## config.mk

```make
export PLATFORM = sky130hd
export DESIGN_NAME = uart_pkt_sched
export DESIGN_NICKNAME = d
export VERILOG_FILES = /design/src/rtl/uart_pkt_sched.sv
export SDC_FILE = /design/constraint.sdc
export NUM_CORES = 1
export LEC_CHECK = 0
export CAP_MARGIN = 20
export CORE_ASPECT_RATIO = 1.2
export CORE_UTILIZATION = 54
export DETAILED_ROUTE_END_ITERATION = 16
export PLACE_DENSITY = 0.85
export SLEW_MARGIN = 20
export SYNTH_ARGS = -nofsm -noshare
export SYNTH_HDL_FRONTEND = slang
export SYNTH_SLANG_ARGS = --single-unit
```

## constraint.sdc

```tcl
create_clock -name clk -period 4.91 [get_ports clk]
set_clock_uncertainty 0.2 [all_clocks]
set_input_delay 0.491 -clock clk [delete_from_list [all_inputs] [get_ports clk]]
set_output_delay 0.491 -clock clk [all_outputs]
set_load 0.02 [all_outputs]
```

## src/rtl/uart_pkt_sched.sv

```systemverilog
// uart_pkt_sched: turns one-cycle event requests into short UART packets.
// Four request classes (warn > light > coord > time) are latched as pending
// flags and served one packet at a time, byte by byte, through a handshake
// with an external UART transmitter (tx_start / tx_busy / tx_done).
// Build option: define UART_PKT_CHECKSUM_EN to append an XOR checksum byte
// to every packet.
module uart_pkt_sched (
  input  logic       clk,
  input  logic       reset,
  input  logic [3:0] req,
  input  logic [9:0] x_min,
  input  logic [9:0] x_max,
  input  logic [9:0] y_min,
  input  logic [9:0] y_max,
  input  logic [4:0] red_left_time,
  input  logic [4:0] green_left_time,
  input  logic       traffic_light,
  input  logic       traffic_amount,
  input  logic       human_violation,
  input  logic       car_violation,
  input  logic       tx_busy,
  input  logic       tx_done,
  output logic       tx_start,
  output logic [7:0] tx_data,
  output logic [3:0] pending,
  output logic       sched_busy,
  output logic       ovr
);

  typedef enum logic [1:0] {IDLE, LOAD, SEND, WAIT} state_t;

  state_t          state_q, state_d;
  logic [3:0]      pending_q, pending_d, pending_clr;
  logic [1:0]      cls_q, cls_d, prio;
  logic [6:0][7:0] pkt_q, pkt_d, build;
  logic [2:0]      len_q, len_d, idx_q, idx_d, build_len;
  logic [7:0]      tx_data_q, tx_data_d;
  logic            ovr_q, ovr_d, sched_busy_q, sched_busy_d;
  logic [39:0]     coord;

  assign coord = {x_min, x_max, y_min, y_max};

  // Fixed-priority pick among pending classes: warn(3) > light(2) > coord(1) > time(0)
  always_comb begin
    prio = 2'd0;
    if (pending_q[3])      prio = 2'd3;
    else if (pending_q[2]) prio = 2'd2;
    else if (pending_q[1]) prio = 2'd1;
  end

  // Assemble the packet for the granted class; slot 0 goes out first and
  // unused slots stay zero so an XOR over all slots equals the packet XOR
  always_comb begin
    build     = '0;
    build_len = 3'd2;
    case (cls_q)
      2'd3: begin
        build[0] = 8'hA1;
        build[1] = {6'b0, human_violation, car_violation};
      end
      2'd2: begin
        build[0] = 8'hA2;
        build[1] = {6'b0, traffic_amount, traffic_light};
      end
      2'd1: begin
        build[0]  = 8'hA3;
        build[1]  = coord[39:32];
        build[2]  = coord[31:24];
        build[3]  = coord[23:16];
        build[4]  = coord[15:8];
        build[5]  = coord[7:0];
        build_len = 3'd6;
      end
      default: begin
        build[0]  = 8'hA4;
        build[1]  = {3'b0, red_left_time};
        build[2]  = {3'b0, green_left_time};
        build_len = 3'd3;
      end
    endcase
`ifdef UART_PKT_CHECKSUM_EN
    build[build_len] = build[0] ^ build[1] ^ build[2] ^ build[3] ^
                       build[4] ^ build[5] ^ build[6];
    build_len        = build_len + 3'd1;
`endif
  end

  // Scheduler next state: pending bookkeeping and the IDLE/LOAD/SEND/WAIT walk
  always_comb begin
    state_d     = state_q;
    pending_clr = '0;
    cls_d       = cls_q;
    pkt_d       = pkt_q;
    len_d       = len_q;
    idx_d       = idx_q;
    tx_data_d   = tx_data_q;
    case (state_q)
      IDLE: begin
        if (|pending_q) begin
          state_d     = LOAD;
          cls_d       = prio;
          pending_clr = 4'b0001 << prio;
        end
      end
      LOAD: begin
        // Snapshot now so later input changes cannot corrupt the packet
        pkt_d     = build;
        len_d     = build_len;
        idx_d     = 3'd0;
        tx_data_d = build[0];
        state_d   = SEND;
      end
      SEND: begin
        if (!tx_busy) state_d = WAIT;
      end
      WAIT: begin
        if (tx_done) begin
          if (({1'b0, idx_q} + 4'd1) < {1'b0, len_q}) begin
            idx_d     = idx_q + 3'd1;
            tx_data_d = pkt_q[idx_q + 3'd1];
            state_d   = SEND;
          end else begin
            state_d = IDLE;
          end
        end
      end
      default: state_d = IDLE;
    endcase
    // A new request in the same cycle as the grant re-arms the class
    pending_d    = (pending_q & ~pending_clr) | req;
    ovr_d        = |(req & pending_q);
    sched_busy_d = (state_d != IDLE);
  end

  // State and output registers
  always_ff @(posedge clk or posedge reset) begin
    if (reset) begin
      state_q      <= IDLE;
      pending_q    <= '0;
      cls_q        <= 2'd0;
      pkt_q        <= '0;
      len_q        <= 3'd0;
      idx_q        <= 3'd0;
      tx_data_q    <= 8'h00;
      ovr_q        <= 1'b0;
      sched_busy_q <= 1'b0;
    end else begin
      state_q      <= state_d;
      pending_q    <= pending_d;
      cls_q        <= cls_d;
      pkt_q        <= pkt_d;
      len_q        <= len_d;
      idx_q        <= idx_d;
      tx_data_q    <= tx_data_d;
      ovr_q        <= ovr_d;
      sched_busy_q <= sched_busy_d;
    end
  end

  // Launch is qualified by the live busy flag so the pulse never overlaps busy
  assign tx_start   = (state_q == SEND) && !tx_busy;
  assign tx_data    = tx_data_q;
  assign pending    = pending_q;
  assign sched_busy = sched_busy_q;
  assign ovr        = ovr_q;

endmodule

```

==> out/results.tsv <==
stage	metric	value	unit
synth	syn nets	416	
synth	Synth Area per Inst	9.576	um2
grt	pin count of the biggest net entering global routing	67	
worst_setup_path	Worst setup EP type	flip-flop	
die	core area	5781	um2
hold_path	Hold Crit Endpoint	pkt_q[44]$_DFFE_PP0P_	
route	final WL	7.377	mm
die	Die ar.	6454	um2
sta	Final Cycle Share	0.6741	
job	Max-Cap Viols	0	
route	routed wirelength normalized by instance count	14.78	um
worst_setup_path	CP Max Fanout	21	
placed_design	GPL Wtd Cong	0.8737	
synth	Syn Std Cell Area	3313	um2
cts	CTS tree	yes	
final_layout	FF/Latch Area	1652	um2
sta	Hold WS	0.2807	ns
cts	hold buffer count at cts	0	
power	total power	2.412	mW
sta	fin crit period	3.310	ns
worst_setup_path	worst-case reg-to-reg path depth	9	
synth	FFs w/ async S/R, synth	1.000	
die	Die H	87.81	um
cts	htree depth	3	
sta	FMAX	302.1	MHz
route	1st-pass router iterations	4	
final_layout	most common cell after layout, fill and taps aside	nand2_1	
sta	final setup fails	0	
cts	CTS Sinks	66	
sta	unrepaired setup endpoints after global routing	false	
sta	Slew Viols, Final	0	
final_layout	share of layout cells above drive strength 1	0.1002	
worst_setup_path	most frequent CP cell	ha_1	
route	ANT nets after route	0	
synth	YS warnings	0	
hold_path	critical hold path startpoint	pkt_q[44]$_DFFE_PP0P_	
cts	Post-CTS Resized	0	
grt	total track usage	0.2555	
cts	CTS Buf Count	9	
synth	synth unique cells	45	
placed_design	pre-CTS setup slack	1.591	ns
power	pwr/cell area	561.3	nW/um2
grt	first-pass GRT wire length	12.27	mm
placed_design	Placed Instance Area	4111	um2
final_layout	fin area	4297	um2
cts	CTS root buf	clkbuf_8	
final_layout	final core occ	0.7433	
synth	sequential share of the synthesized area	0.4985	
cts	Setup Buffers After CTS	0	
die	IO Pins	77	
synth	FF+latch count, synth	66	
die	initial core utilization	0.5732	
worst_setup_path	flop2flop setup slack	1.60	ns
final_layout	Filler cells	446	
grt	number of global-route vias before repair	2575	
final_layout	final std cells w/o fill	499	
power	worst vdd ir	0.2901	mV
worst_setup_path	Worst EP required	4.93	ns
worst_setup_path	FF-to-FF End	tx_data[2]$_DFFE_PP0P_	
hold_path	Hold Path Cell Cnt	2	
placed_design	IO Port Bufs	76	
worst_setup_path	crit start category	flip-flop	
hold_path	Hold Crit Class	reg2reg	
route	drc violations	0	
grt	antenna violations before repair	0	
cts	worst-skew pair later-pin latency	0.34	ns
synth	ys flop type	dfrtp_1	
final_layout	most frequent cells in the layout	86 x nand2_1, 76 x clkdlybuf4s50_1, 66 x dfrtp_1, 48 x o21ai_0, 15 x mux2_2	
cts	clk slew on worst S/H paths	0.07	ns
worst_setup_path	Max stage delay cell, worst path	dfrtp_1	
sta	slew margin rel.	0.4500	
worst_setup_path	critical path cell sequence	ha_1 > xnor2_2 > buf_4 > inv_1 > ha_1 > o21ai_0 > o2111a_2 > a21boi_4 > mux2_2	
synth	Syn Inst Count	346	
power	leakage	1.857	nW
sta	PnR worst setup slack	1.600	ns
route	DR iter-0 viols	149	
route	Vias/cell	5.431	
sta	Least-Margin Pin Slew	0.8251	ns
sta	Fin. Hold Viols	0	
final_layout	area of the multi-input gates	1531	um2
final_layout	Layout area overhead	29.68	%
final_layout	diode count	0	
outcome	status	finished, final reports clean	
final_layout	nets@finish	485	
die	Die W	73.51	um
route	vias	2710	
placed_design	Placed Cells incl. Taps	484	
worst_setup_path	RR Startpoint	idx_q[0]$_DFFE_PP0P_	
grt	grt total ovfl	0	
sta	total negative slack	0	ns
die	# rows	30	
cts	Max Root-Sink Buffers	2	
synth	Post-synth EDFFs	0	
placed_design	detailed placement HPWL	5.321	mm
worst_setup_path	delay of the slowest critical-path stage	0.88	ns
worst_setup_path	critical path type	reg2reg	
worst_setup_path	worst path arrival time	3.33	ns
-- how the worst max path moves through the flow --
stage                              to  slack [ns]  depth (start not counted)                 start
2_1_floorplan  tx_data[0]$_DFFE_PP0P_        2.37                          9  idx_q[0]$_DFFE_PP0P_
3_3_place_gp   tx_data[5]$_DFFE_PP0P_        1.66                          9  idx_q[0]$_DFFE_PP0P_
3_5_place_dp   tx_data[2]$_DFFE_PP0P_        1.59                          9  idx_q[0]$_DFFE_PP0P_
4_1_cts        tx_data[2]$_DFFE_PP0P_        1.57                          9  idx_q[0]$_DFFE_PP0P_
5_1_grt        tx_data[2]$_DFFE_PP0P_        1.40                          9  idx_q[0]$_DFFE_PP0P_
6_report       tx_data[2]$_DFFE_PP0P_        1.60                          9  idx_q[0]$_DFFE_PP0P_
-- power breakdown --
| group | internal (mW) | total, mW | switching (mW) |
|---|---|---|---|
| logic | 0.491 | 1.07 | 0.579 |
| registers | 0.729 | 0.901 | 0.172 |
| clock network | 0.244 | 0.440 | 0.196 |
-- cells in the mapped netlist (2+ instances only) --
cell type,n,area share
inv_1,10,0.011
buf_4,2,0.0045
nand2_1,86,0.097
buf_2,4,0.0060
nor2b_1,2,0.0038
o311ai_1,2,0.0053
mux2_2,15,0.051
a2bb2oi_1,3,0.0079
nor3_1,6,0.0091
a22o_1,3,0.0079
ha_1,8,0.030
a32oi_1,3,0.0079
nand3_1,5,0.0076
o21ai_0,48,0.073
clkbuf_1,11,0.012
buf_1,4,0.0045
nand2b_1,3,0.0057
a22oi_1,7,0.016
o221ai_1,3,0.0079
a222oi_1,2,0.0060
nor2_1,9,0.010
mux2i_1,11,0.033
mux4_2,2,0.014
a21o_1,2,0.0045
dfrtp_1,66,0.50
a21oi_1,10,0.015
-- cell families after synthesis --
kind of cell | Yosys count | synth area share
fa+ha+maj | 8 | 0.03021
buf+inv | 32 | 0.04229
compound gates | 91 | 0.1756
xor+xnor | 1 | 0.002644
mux | 28 | 0.09781
flops | 66 | 0.4985
simple gates | 120 | 0.1530
-- cell type report --
cell class,instances,share of cell area
clock buffers,12,0.03378
repair buffers,80,0.1840
inverters,10,0.008736
flip-flops and latches,66,0.3844
well taps,80,0.02330
multi-input cells,248,0.3564
clock inverters,3,0.009319
-- flip-flops by register name (all words and copies together) (netlist names) --
register,cells
idx_q,3
tx_data,8
state_q,2
sched_busy,1
cls_q,2
pkt_q,43
len_q,2
pending,4
ovr,1
-- critical path, delay by kind of cell (launching register included) --
| kind | cells | cell delay, ns |
|---|---|---|
| xor gates and xnor gates | 1 | 0.12 |
| AOI/OAI and AO/OA | 3 | 0.68 |
| adders and majority gates | 2 | 0.60 |
| DFF | 1 | 0.88 |
| buffers and inverters | 2 | 0.34 |
| muxes | 1 | 0.36 |
-- routing by layer --
layer | up-vias | GRT usage | routed length (um)
met4 | 0 | 0.1084 | 151
met3 | 13 | 0.04603 | 294
met1 | 1277 | 0.3270 | 3227
met2 | 74 | 0.4254 | 3704
met5 | - | 0 | 0
li1 | 1346 | - | -
(Power assumes the default switching activity.)
==> edit, RTL diff (config.mk and constraints unchanged) <==
Encoding of `state_t`: now Gray code (2 bits for 4 states).
--- a/src/rtl/uart_pkt_sched.sv
+++ b/src/rtl/uart_pkt_sched.sv
@@ -27,7 +27,7 @@
   output logic       ovr
 );
 
-  typedef enum logic [1:0] {IDLE, LOAD, SEND, WAIT} state_t;
+  typedef enum logic [1:0] {IDLE = 2'b00, LOAD = 2'b01, SEND = 2'b11, WAIT = 2'b10} state_t;
 
   state_t          state_q, state_d;
   logic [3:0]      pending_q, pending_d, pending_clr;
Function: no difference found for any inputs over 10 cycles, from zero or initial values and one cycle with reset high; not proved beyond that.
==> edit against the unedited design <==
Fmax up 3.4%. Total power up 2.6%. Worst setup slack better by 110 ps. Cell area down 1.6%. Wire length down 5.0%. Sequential cell count unchanged. Critical path depth down 2. Worst hold slack worse by 1.2 ps. Cell count down 1.6%. Sequential power up 3.9%. Die area down 0.92%. Synthesized area down 0.94%. Largest cell class unchanged. Largest power group unchanged. Highest routed layer unchanged.
==> edit: results (changes against the unedited design) <==
Worst hold path
* pkt_q[24] — origin of the worst min-delay path
* pkt_q[24] — Worst Hold Endpoint

CTS
* 9 — number of buffers created by CTS, unchanged

Cells and area
* nand2_1 — commonest non-fill, non-tap cell in the layout
* 491 — Finished Layout Cells, -1.6%
* 43 — max reg flops, unchanged
* pkt_q — most flop-heavy register
* 8.516% — share of cells above drive strength 1, -1.5 points

Drt
* 5 — Detailed Routing Iterations Pass 1, +1
* 7.005 mm — WL final, -5.0%
* 5.446 — drt via density, +0.28%
* 167 — starting DRC count in detailed routing, +12%

STA
* 279.5 ps — worst hold-check slack, -1.173 ps
* 816.6 ps — Worst Max-Slew Pin Slew, -8.492 ps

Critical path
* 7 — number of cell instances on the worst register-to-register path, -2
* 3220 ps — CP arrival, -110 ps
* 24 — Crit Path Max Fanout, +14%
* idx_q[1] — capturing point of the worst reg2reg path
* 1710 ps — register-to-register setup slack, +110 ps

Place
* 4.799 mm — DP Wirelength, -9.8%
* 0.004054 mm² — total cell area at the placement stage, -1.4%
* 0.8137 — global placer's final weighted congestion, -6.9%
* 476 — # placed instances, -1.7%

Synth
* 50.32% — portion of the post-synthesis area used by sequential elements, +0.48 points
* 41 — distinct cell type count after synthesis, -8.9%
* nand2_1 (86), dfrtp_1 (66), o21ai_0 (48) — most frequent cells after synthesis
* 340 — instance count of the mapped netlist, -1.7%
* 410 — synthesized net count, -1.4%
* dfrtp_1 (50%), nand2_1 (9.8%), o21ai_0 (7.3%) — ranking of synthesized cells by area
* 0 — Yosys warning count, unchanged

Pwr
* 0.3431 mV — worst voltage drop across the vdd grid, +18%
* 1.835 nW — standby leakage power, -1.2%

Run status
* complete, no violations — result of the run

Global route
* 24.22% — total track usage, -1.3 points
* 11.72 mm — first-pass GRT wire length, -4.4%
* 2616 — vias in the first global route, +1.6%
* 93 — pin count of the biggest net entering global routing, +39%

edit: cell count changes in the layout (fill, tap and decap cells not counted), moves of 3 or more:
cell,delta
mux2_2,-8
a31oi_1,+5
a21oi_1,-4
mux2i_1,+4
a22o_1,-3
a22oi_1,+3
a32oi_1,-3
o221ai_1,-3
edit: worst max-delay path by stage:
stage / start / endpoint / slack [ps] / cells past startpoint
4_1_cts: idx_q[0] / idx_q[1] / 1730 / 7
3_5_place_dp: idx_q[0] / idx_q[1] / 1760 / 7
3_3_place_gp: idx_q[0] / idx_q[1] / 1840 / 7
2_1_floorplan: idx_q[0] / tx_data[1] / 2350 / 8
6_report: idx_q[0] / idx_q[1] / 1710 / 7
5_1_grt: idx_q[0] / idx_q[1] / 1570 / 7
edit: metal layers:
layer  share of wire (%)  GRT usage, %  up-vias
met1                  42         30.89     1280
met3                 4.2         4.167       11
met4                 1.6         9.626        0
met5                   0             0        -
li1                    -             -     1311
met2                  52         40.82       72
edit: cells by family (layout without fill, tap and decap cells):
logic type               Yosys count  after routing  share of synthesized area, %
AO/OA/AOI/OAI                     85             85                         15.86
multiplexers                      28             28                         10.87
XOR/XNOR                           1              1                        0.2669
adder cells (fa/ha/maj)            8              8                         3.050
flip-flops                        66             66                         50.32
AND/OR/NAND/NOR                  116            116                         14.56
buffers and inverters             36            107                         5.070
edit: final cells by class:
| cell class | instances | area, µm² |
|---|---|---|
| Clock inverter | 3 | 15.01 |
| Fill cell | 408 | 1516 |
| Inverter | 12 | 45.04 |
| Timing Repair Buffer | 80 | 790.8 |
| Tap cell | 80 | 100.1 |
| Clock buffer | 12 | 155.1 |
| Sequential cell | 66 | 1652 |
| Multi-Input combinational cell | 238 | 1469 |
edit: critical path, cell delays in order (launching register included):
cell	delay [ps]
dfrtp_1	360
buf_4	230
ha_1	800
ha_1	350
a21boi_0	130
o21ai_1	470
nand2_2	240
a31o_2	310
edit: report_power, final:
part	switching [W]	internal (W)	total (W)
combinational	0.000633	0.000505	0.00114
clock	0.000195	0.000206	0.000400
sequential	0.000153	0.000783	0.000936
edit: through the flow:
| stage | power, W | setup WS [ps] |
|---|---|---|
| after floorplan | 0.001757 | 2352 |
| after global placement | 0.002019 | 1835 |
| after detailed placement | 0.002075 | 1756 |
| after CTS | 0.002481 | 1734 |
| after global routing | 0.002650 | 1571 |
| final | 0.002474 | 1708 |
